===== config.mk =====
export PLATFORM = sky130hd
export DESIGN_NAME = comp_rr_sched_flat
export DESIGN_NICKNAME = d
export VERILOG_FILES = /design/src/rtl/comp_rr_sched_if.sv /design/src/rtl/comp_rr_sched.sv /design/src/flat_wrapper.sv
export SDC_FILE = /design/constraint.sdc
export NUM_CORES = 1
export LEC_CHECK = 0
export CAP_MARGIN = 40
export CORE_ASPECT_RATIO = 0.6
export CORE_UTILIZATION = 35
export DETAILED_ROUTE_END_ITERATION = 12
export PLACE_DENSITY = 0.74
export SLEW_MARGIN = 10
export SYNTH_ARGS = -nofsm -noshare
export SYNTH_HDL_FRONTEND = slang
export SYNTH_SLANG_ARGS = --single-unit

===== constraint.sdc =====
create_clock -name clk -period 2.85 [get_ports clk]
set_input_delay 0.4275 -clock clk [delete_from_list [all_inputs] [get_ports clk]]
set_output_delay 0.4275 -clock clk [all_outputs]
set_load 0.05 [all_outputs]

===== src/rtl/comp_rr_sched_if.sv =====
// Requester-fabric bundle for comp_rr_sched.
// The master modport is the requester side. It drives the operation requests and
// samples the grants and responses. The slave modport is the scheduler side.
interface comp_rr_sched_if #(
    parameter int p_size = 1,
    parameter int N_REQ  = 4
);
    logic [N_REQ-1:0]        req_valid;
    logic [N_REQ-1:0]        req_ready;
    logic [N_REQ*p_size-1:0] req_a;
    logic [N_REQ*p_size-1:0] req_b;
    logic [N_REQ-1:0]        rsp_valid;
    logic [2*p_size-1:0]     rsp_data;
    logic [2*p_size-1:0]     rsp_data_2;
    logic                    rsp_err;

    modport master (
        output req_valid, req_a, req_b,
        input  req_ready, rsp_valid, rsp_data, rsp_data_2, rsp_err
    );

    modport slave (
        input  req_valid, req_a, req_b,
        output req_ready, rsp_valid, rsp_data, rsp_data_2, rsp_err
    );
endinterface


===== src/rtl/comp_rr_sched.sv =====
// Round-robin scheduler sharing one comp datapath between N_REQ requesters.
// A single operation is in flight at any time: IDLE -> ISSUE -> WAIT -> RESP.
// Optional feature: define COMP_SCHED_TIMEOUT_EN to abort WAIT after TIMEOUT
// cycles without dv. The aborted operation returns rsp_err=1 and zero data.
module comp_rr_sched #(
    parameter int p_size  = 1,
    parameter int N_REQ   = 4,
    parameter int TIMEOUT = 15
) (
    input  logic                clk,
    input  logic                rst,
    comp_rr_sched_if.slave      req,
    output logic                busy,
    output logic                c_ena,
    output logic [p_size-1:0]   c_i_param,
    output logic [p_size-1:0]   c_i_param_2,
    input  logic [2*p_size-1:0] c_o_param,
    input  logic [2*p_size-1:0] c_o_param_2,
    input  logic                c_dv
);
    localparam int IW = (N_REQ > 1) ? $clog2(N_REQ) : 1;

    if (N_REQ < 2) begin : g_bad_nreq
        $error("comp_rr_sched: N_REQ must be >= 2");
    end
    if (TIMEOUT < 1) begin : g_bad_timeout
        $error("comp_rr_sched: TIMEOUT must be >= 1");
    end

    typedef enum logic [1:0] {S_IDLE, S_ISSUE, S_WAIT, S_RESP} state_t;

    state_t                state_q, state_d;
    logic [IW-1:0]         ptr_q, ptr_d;
    logic [IW-1:0]         gnt_q, gnt_d;
    logic [p_size-1:0]     a_q, a_d, b_q, b_d;
    logic [2*p_size-1:0]   d_q, d_d, d2_q, d2_d;
    logic [IW-1:0]         win;
    logic                  win_vld;
    logic [IW-1:0]         cand;
    int unsigned           idx;
`ifdef COMP_SCHED_TIMEOUT_EN
    localparam int CW = $clog2(TIMEOUT + 1);
    logic                  err_q, err_d;
    logic [CW-1:0]         cnt_q, cnt_d;
`endif

    // Round-robin winner: first valid requester scanning upward from ptr+1 with wrap
    always_comb begin
        win     = '0;
        win_vld = 1'b0;
        idx     = 0;
        cand    = '0;
        for (int unsigned k = 1; k <= N_REQ; k++) begin
            idx  = (32'(ptr_q) + k) % 32'(N_REQ);
            cand = IW'(idx);
            if (!win_vld && req.req_valid[cand]) begin
                win     = cand;
                win_vld = 1'b1;
            end
        end
    end

    // Grant is combinational in IDLE; it is masked while reset is held so every output reads 0
    always_comb begin
        req.req_ready = '0;
        if (rst && state_q == S_IDLE && win_vld) begin
            req.req_ready[win] = 1'b1;
        end
    end

    // Next-state logic: accept, single-cycle issue, wait for dv (or timeout), respond
    always_comb begin
        state_d = state_q;
        ptr_d   = ptr_q;
        gnt_d   = gnt_q;
        a_d     = a_q;
        b_d     = b_q;
        d_d     = d_q;
        d2_d    = d2_q;
`ifdef COMP_SCHED_TIMEOUT_EN
        err_d   = err_q;
        cnt_d   = cnt_q;
`endif
        case (state_q)
            S_IDLE: begin
                if (win_vld) begin
                    gnt_d   = win;
                    a_d     = req.req_a[win*p_size +: p_size];
                    b_d     = req.req_b[win*p_size +: p_size];
                    state_d = S_ISSUE;
                end
            end
            S_ISSUE: begin
`ifdef COMP_SCHED_TIMEOUT_EN
                cnt_d   = '0;
`endif
                state_d = S_WAIT;
            end
            S_WAIT: begin
                if (c_dv) begin
                    d_d     = c_o_param;
                    d2_d    = c_o_param_2;
`ifdef COMP_SCHED_TIMEOUT_EN
                    err_d   = 1'b0;
`endif
                    state_d = S_RESP;
                end
`ifdef COMP_SCHED_TIMEOUT_EN
                else begin
                    cnt_d = cnt_q + 1'b1;
                    if (cnt_d == CW'(TIMEOUT)) begin
                        d_d     = '0;
                        d2_d    = '0;
                        err_d   = 1'b1;
                        state_d = S_RESP;
                    end
                end
`endif
            end
            S_RESP: begin
                ptr_d   = gnt_q;
                state_d = S_IDLE;
            end
            default: state_d = S_IDLE;
        endcase
    end

    // State and datapath registers; reset leaves ptr at N_REQ-1 so requester 0 wins first
    always_ff @(posedge clk or negedge rst) begin
        if (!rst) begin
            state_q <= S_IDLE;
            ptr_q   <= IW'(N_REQ - 1);
            gnt_q   <= '0;
            a_q     <= '0;
            b_q     <= '0;
            d_q     <= '0;
            d2_q    <= '0;
`ifdef COMP_SCHED_TIMEOUT_EN
            err_q   <= 1'b0;
            cnt_q   <= '0;
`endif
        end else begin
            state_q <= state_d;
            ptr_q   <= ptr_d;
            gnt_q   <= gnt_d;
            a_q     <= a_d;
            b_q     <= b_d;
            d_q     <= d_d;
            d2_q    <= d2_d;
`ifdef COMP_SCHED_TIMEOUT_EN
            err_q   <= err_d;
            cnt_q   <= cnt_d;
`endif
        end
    end

    // Outputs decoded from state; response fields are forced to 0 outside RESP
    always_comb begin
        busy           = (state_q != S_IDLE);
        c_ena          = (state_q == S_ISSUE);
        c_i_param      = (state_q != S_IDLE) ? a_q : '0;
        c_i_param_2    = (state_q != S_IDLE) ? b_q : '0;
        req.rsp_valid  = '0;
        req.rsp_data   = '0;
        req.rsp_data_2 = '0;
        req.rsp_err    = 1'b0;
        if (state_q == S_RESP) begin
            req.rsp_valid[gnt_q] = 1'b1;
            req.rsp_data         = d_q;
            req.rsp_data_2       = d2_q;
`ifdef COMP_SCHED_TIMEOUT_EN
            req.rsp_err          = err_q;
`endif
        end
    end
endmodule


===== src/flat_wrapper.sv =====
// flat-port wrapper written by rule: the top's interface ports become plain ports
module comp_rr_sched_flat 
#(
    parameter int p_size  = 1,
    parameter int N_REQ   = 4,
    parameter int TIMEOUT = 15
)
  (clk, rst, busy, c_ena, c_i_param, c_i_param_2, c_o_param, c_o_param_2, c_dv, req_req_valid, req_req_a, req_req_b, req_req_ready, req_rsp_valid, req_rsp_data, req_rsp_data_2, req_rsp_err);
  comp_rr_sched_if #(.p_size(p_size), .N_REQ(N_REQ)) req_i ();
  input  logic clk;
  input  logic rst;
  output logic busy;
  output logic c_ena;
  output logic [p_size-1:0] c_i_param;
  output logic [p_size-1:0] c_i_param_2;
  input  logic [2*p_size-1:0] c_o_param;
  input  logic [2*p_size-1:0] c_o_param_2;
  input  logic c_dv;
  input wire logic [$bits(req_i.req_valid)-1:0] req_req_valid;
  input wire logic [$bits(req_i.req_a)-1:0] req_req_a;
  input wire logic [$bits(req_i.req_b)-1:0] req_req_b;
  output wire logic [$bits(req_i.req_ready)-1:0] req_req_ready;
  output wire logic [$bits(req_i.rsp_valid)-1:0] req_rsp_valid;
  output wire logic [$bits(req_i.rsp_data)-1:0] req_rsp_data;
  output wire logic [$bits(req_i.rsp_data_2)-1:0] req_rsp_data_2;
  output wire logic [$bits(req_i.rsp_err)-1:0] req_rsp_err;
  assign req_i.req_valid = req_req_valid;
  assign req_i.req_a = req_req_a;
  assign req_i.req_b = req_req_b;
  assign req_req_ready = req_i.req_ready;
  assign req_rsp_valid = req_i.rsp_valid;
  assign req_rsp_data = req_i.rsp_data;
  assign req_rsp_data_2 = req_i.rsp_data_2;
  assign req_rsp_err = req_i.rsp_err;
  comp_rr_sched #(.p_size(p_size), .N_REQ(N_REQ), .TIMEOUT(TIMEOUT)) u_core (.clk(clk), .rst(rst), .req(req_i), .busy(busy), .c_ena(c_ena), .c_i_param(c_i_param), .c_i_param_2(c_i_param_2), .c_o_param(c_o_param), .c_o_param_2(c_o_param_2), .c_dv(c_dv));
endmodule

==> impl_metrics.csv, run 1 <==
group,metric,value,unit
run_status,status,"finished clean",
place,place_congestion,0.8163,
final_layout,drive_gt1_share,14.62,%
synthesis,async_reset_ff_share,100.0,%
critical_path,crit_arrival,2.19,ns
hold_path,worst_hold_path_type,"reg2reg",
pwr,ir_drop,0.5354,mV
place,placed_cell_area,0.001240,mm2
grt,grt_pass1_vias,726,
sta,final_max_slew_viol_count,0,
sta,fmax,382.6,MHz
sta,fin_tns_setup,0,ns
synthesis,synthFlopType,"dfrtp_1",
critical_path,crit_cells,6,
final_layout,final_common_cell,"clkdlybuf4s50_1",
final_layout,instances_no_fill,160,
clock_tree,numCtsBuffers,3,
floorplan,start_util,37.60,%
clock_tree,cts_resized,0,
critical_path,cp_num_buf_inv,2,
clock_tree,clk_latency,0.24,ns
synthesis,ys_seq_elements,12,
clock_tree,h-tree-depth,1,
clock_tree,cts_setup_buffers,0,
synthesis,syn_inst,93,
grt,grt_pass1_wl,3.049,mm
floorplan,die-height,39.48,um
sta,period_minus_slack,2.614,ns
route,firstDrtPassIters,4,
synthesis,synth.net_count,117,
clock_tree,cts_hold_buffers,0,
final_layout,mostFrequentLayoutCells,"30 x clkdlybuf4s50_1, 14 x nand2_1, 10 x inv_1, 10 x dfrtp_1, 7 x nor2_1",
critical_path,r2r_cells,5,
final_layout,postLayoutCoreUtil,59.41,%
critical_path,crit_chain,"clkdlybuf4s50_1 > mux2_4 > a32o_1 > a21o_1 > nor3_2 > buf_12",
synthesis,avgSynthCellArea,8.812,um2
clock_tree,root_buffer,"clkbuf_8",
critical_path,critical_path.max_fanout,9,
final_layout,nNetsFinal,155,
route,drtIter0Drc,47,
pwr,power.density,1055,mW/mm2
critical_path,cpPeakStageDelay,0.51,ns
floorplan,num_io_pins,36,
sta,rsz0062_at_grt,"false",
route,vias,771,
clock_tree,cts.sinks,12,
critical_path,crit_required,2.42,ns
route,via_per_inst,4.819,
clock_tree,cts_tree,"done",
synthesis,synth.distinct_cells,31,
pwr,p_leak,0.5736,nW
grt,overflow,0,
route,detail_route.wl_per_cell,12.38,um
hold_path,hold_depth,1,
floorplan,rows,13,
critical_path,crit_slowest_cell,"clkdlybuf4s50_1",
place,place_inst,156,
sta,hold_violations,0,
synthesis,yosysSeqAreaShare,36.95,%
clock_tree,cts_buffer_depth,2,
place,port_buffers,34,
clock_tree,clk_transition_reported_paths,0.05,ns
sta,finalCritPeriodShare,91.71,%
critical_path,end_kind,"output port",
final_layout,antennaDiodeCount,0,
critical_path,cp_top_family,"buffers and inverters",
route,wirelength,1.981,mm
pwr,p_total,1.366,mW
final_layout,design_area,0.001295,mm2
job,cap_violations,0,
floorplan,design.core.area,0.002180,mm2
critical_path,worstSetupPathType,"in2out",
grt,antenna_found_initial,0,
floorplan,die_area,0.002545,mm2
floorplan,fp.dieW,64.47,um
grt,grt_max_degree,13,
synthesis,syn_area,819.5,um2
place,hpwl,1.641,mm
synthesis,yosysWarningCount,0,
grt,grt_util_all_layers,16.92,%
synthesis,synth_edf_count,0,
route,route.detailed.drc,0,
sta,fin_skew,0.002580,ns
route,ant_nets,0,
critical_path,critPathLaunchType,"primary input",
final_layout,syn2layout_area_growth,58.02,%
sta,setup_viol,0,
[metal layers]
layer,part of all wire (%),GRT usage [%],up-vias,routed length (um)
li1,-,-,387,-
met1,48,20.52,360,941
met2,46,29.47,22,910
met3,5.9,5.233,2,116
met4,0.66,5.000,0,13
met5,0,0,-,0
[sequential cells by signal (all words and copies together) (netlist names)]
register and flops:
u_core.ptr_q 2, u_core.state_q 2, u_core.d_q 2, u_core.a_q 1, u_core.gnt_q 2, u_core.d2_q 2
u_core.b_q 1
[power by group]
group | internal, mW | switching [mW] | total (mW)
registers | 0.267 | 0.0637 | 0.331
logic | 0.334 | 0.517 | 0.852
clock network | 0.122 | 0.0612 | 0.183
total | 0.724 | 0.642 | 1.37
[per-stage QoR]
stage,worst slack [ns],hold WS (ns)
3_3_place_gp,0.2964,0.4830
6_report,0.2363,0.4996
5_1_grt,0.1665,0.5208
3_5_place_dp,0.2493,0.4856
2_1_floorplan,0.3037,0.1319
4_1_cts,0.2473,0.5027
[synthesized netlist by cell type, drive strengths merged, types with 2 or more instances]
master	instances	share of area (%)
nand2	14	6.4
dfrtp	10	31
inv	10	4.6
nor2	7	3.2
a211oi	6	5.5
ha	5	7.6
mux2	5	7.3
and2	4	3.1
nor2b	4	3.1
o21ai	3	1.8
a21oi	2	1.2
and3	2	1.5
buf	2	2.3
dfstp	2	6.4
mux2i	2	2.4
nor3b	2	1.8
[final timing paths]
kind                                                to  slack [ns]                        start
setup / recovery                      req_req_ready[0]        0.24             req_req_valid[3]
hold / removal              u_core.d2_q[0]$_DFFE_PN0P_        0.50   u_core.d2_q[0]$_DFFE_PN0P_
setup reg to reg                u_core.b_q$_DFFE_PN0P_        0.88  u_core.ptr_q[1]$_DFFE_PN1P_
hold reg to reg             u_core.d2_q[0]$_DFFE_PN0P_        0.50   u_core.d2_q[0]$_DFFE_PN0P_
max in group asynchronous  u_core.ptr_q[1]$_DFFE_PN1P_        2.04                          rst
min in group asynchronous  u_core.gnt_q[1]$_DFFE_PN0P_        0.58                          rst
[final cells by class]
| type | instances | area [um2] |
|---|---|---|
| Tap cell | 30 | 37.54 |
| Multi-Input combinational cell | 68 | 466.7 |
| Fill cell | 196 | 884.6 |
| Inverter | 10 | 37.54 |
| Timing Repair Buffer | 36 | 395.4 |
| Clock buffer | 4 | 55.05 |
| Sequential cell | 12 | 302.8 |
[kinds of logic after synthesis]
| group | Yosys count | synth area share, % |
|---|---|---|
| AOI/OAI and AO/OA | 17 | 14.81 |
| and+or+nand+nor | 38 | 23.05 |
| other | 1 | 0.4576 |
| muxes | 7 | 9.770 |
| buffers and inverters | 13 | 7.329 |
| DFF | 12 | 36.95 |
| adders and majority gates | 5 | 7.634 |
Power figures use the tool's default switching activity.
==> run 2, diff against run 1 <==
--- a/config.mk
+++ b/config.mk
@@ -5,7 +5,7 @@
 export SDC_FILE = /design/constraint.sdc
 export NUM_CORES = 1
 export LEC_CHECK = 0
-export CAP_MARGIN = 40
+export CAP_MARGIN = 20
 export CORE_ASPECT_RATIO = 0.6
 export CORE_UTILIZATION = 35
 export DETAILED_ROUTE_END_ITERATION = 12
==> results of run 2 <==
No change in the layout: final DEF, timing and power equal those of run 1.
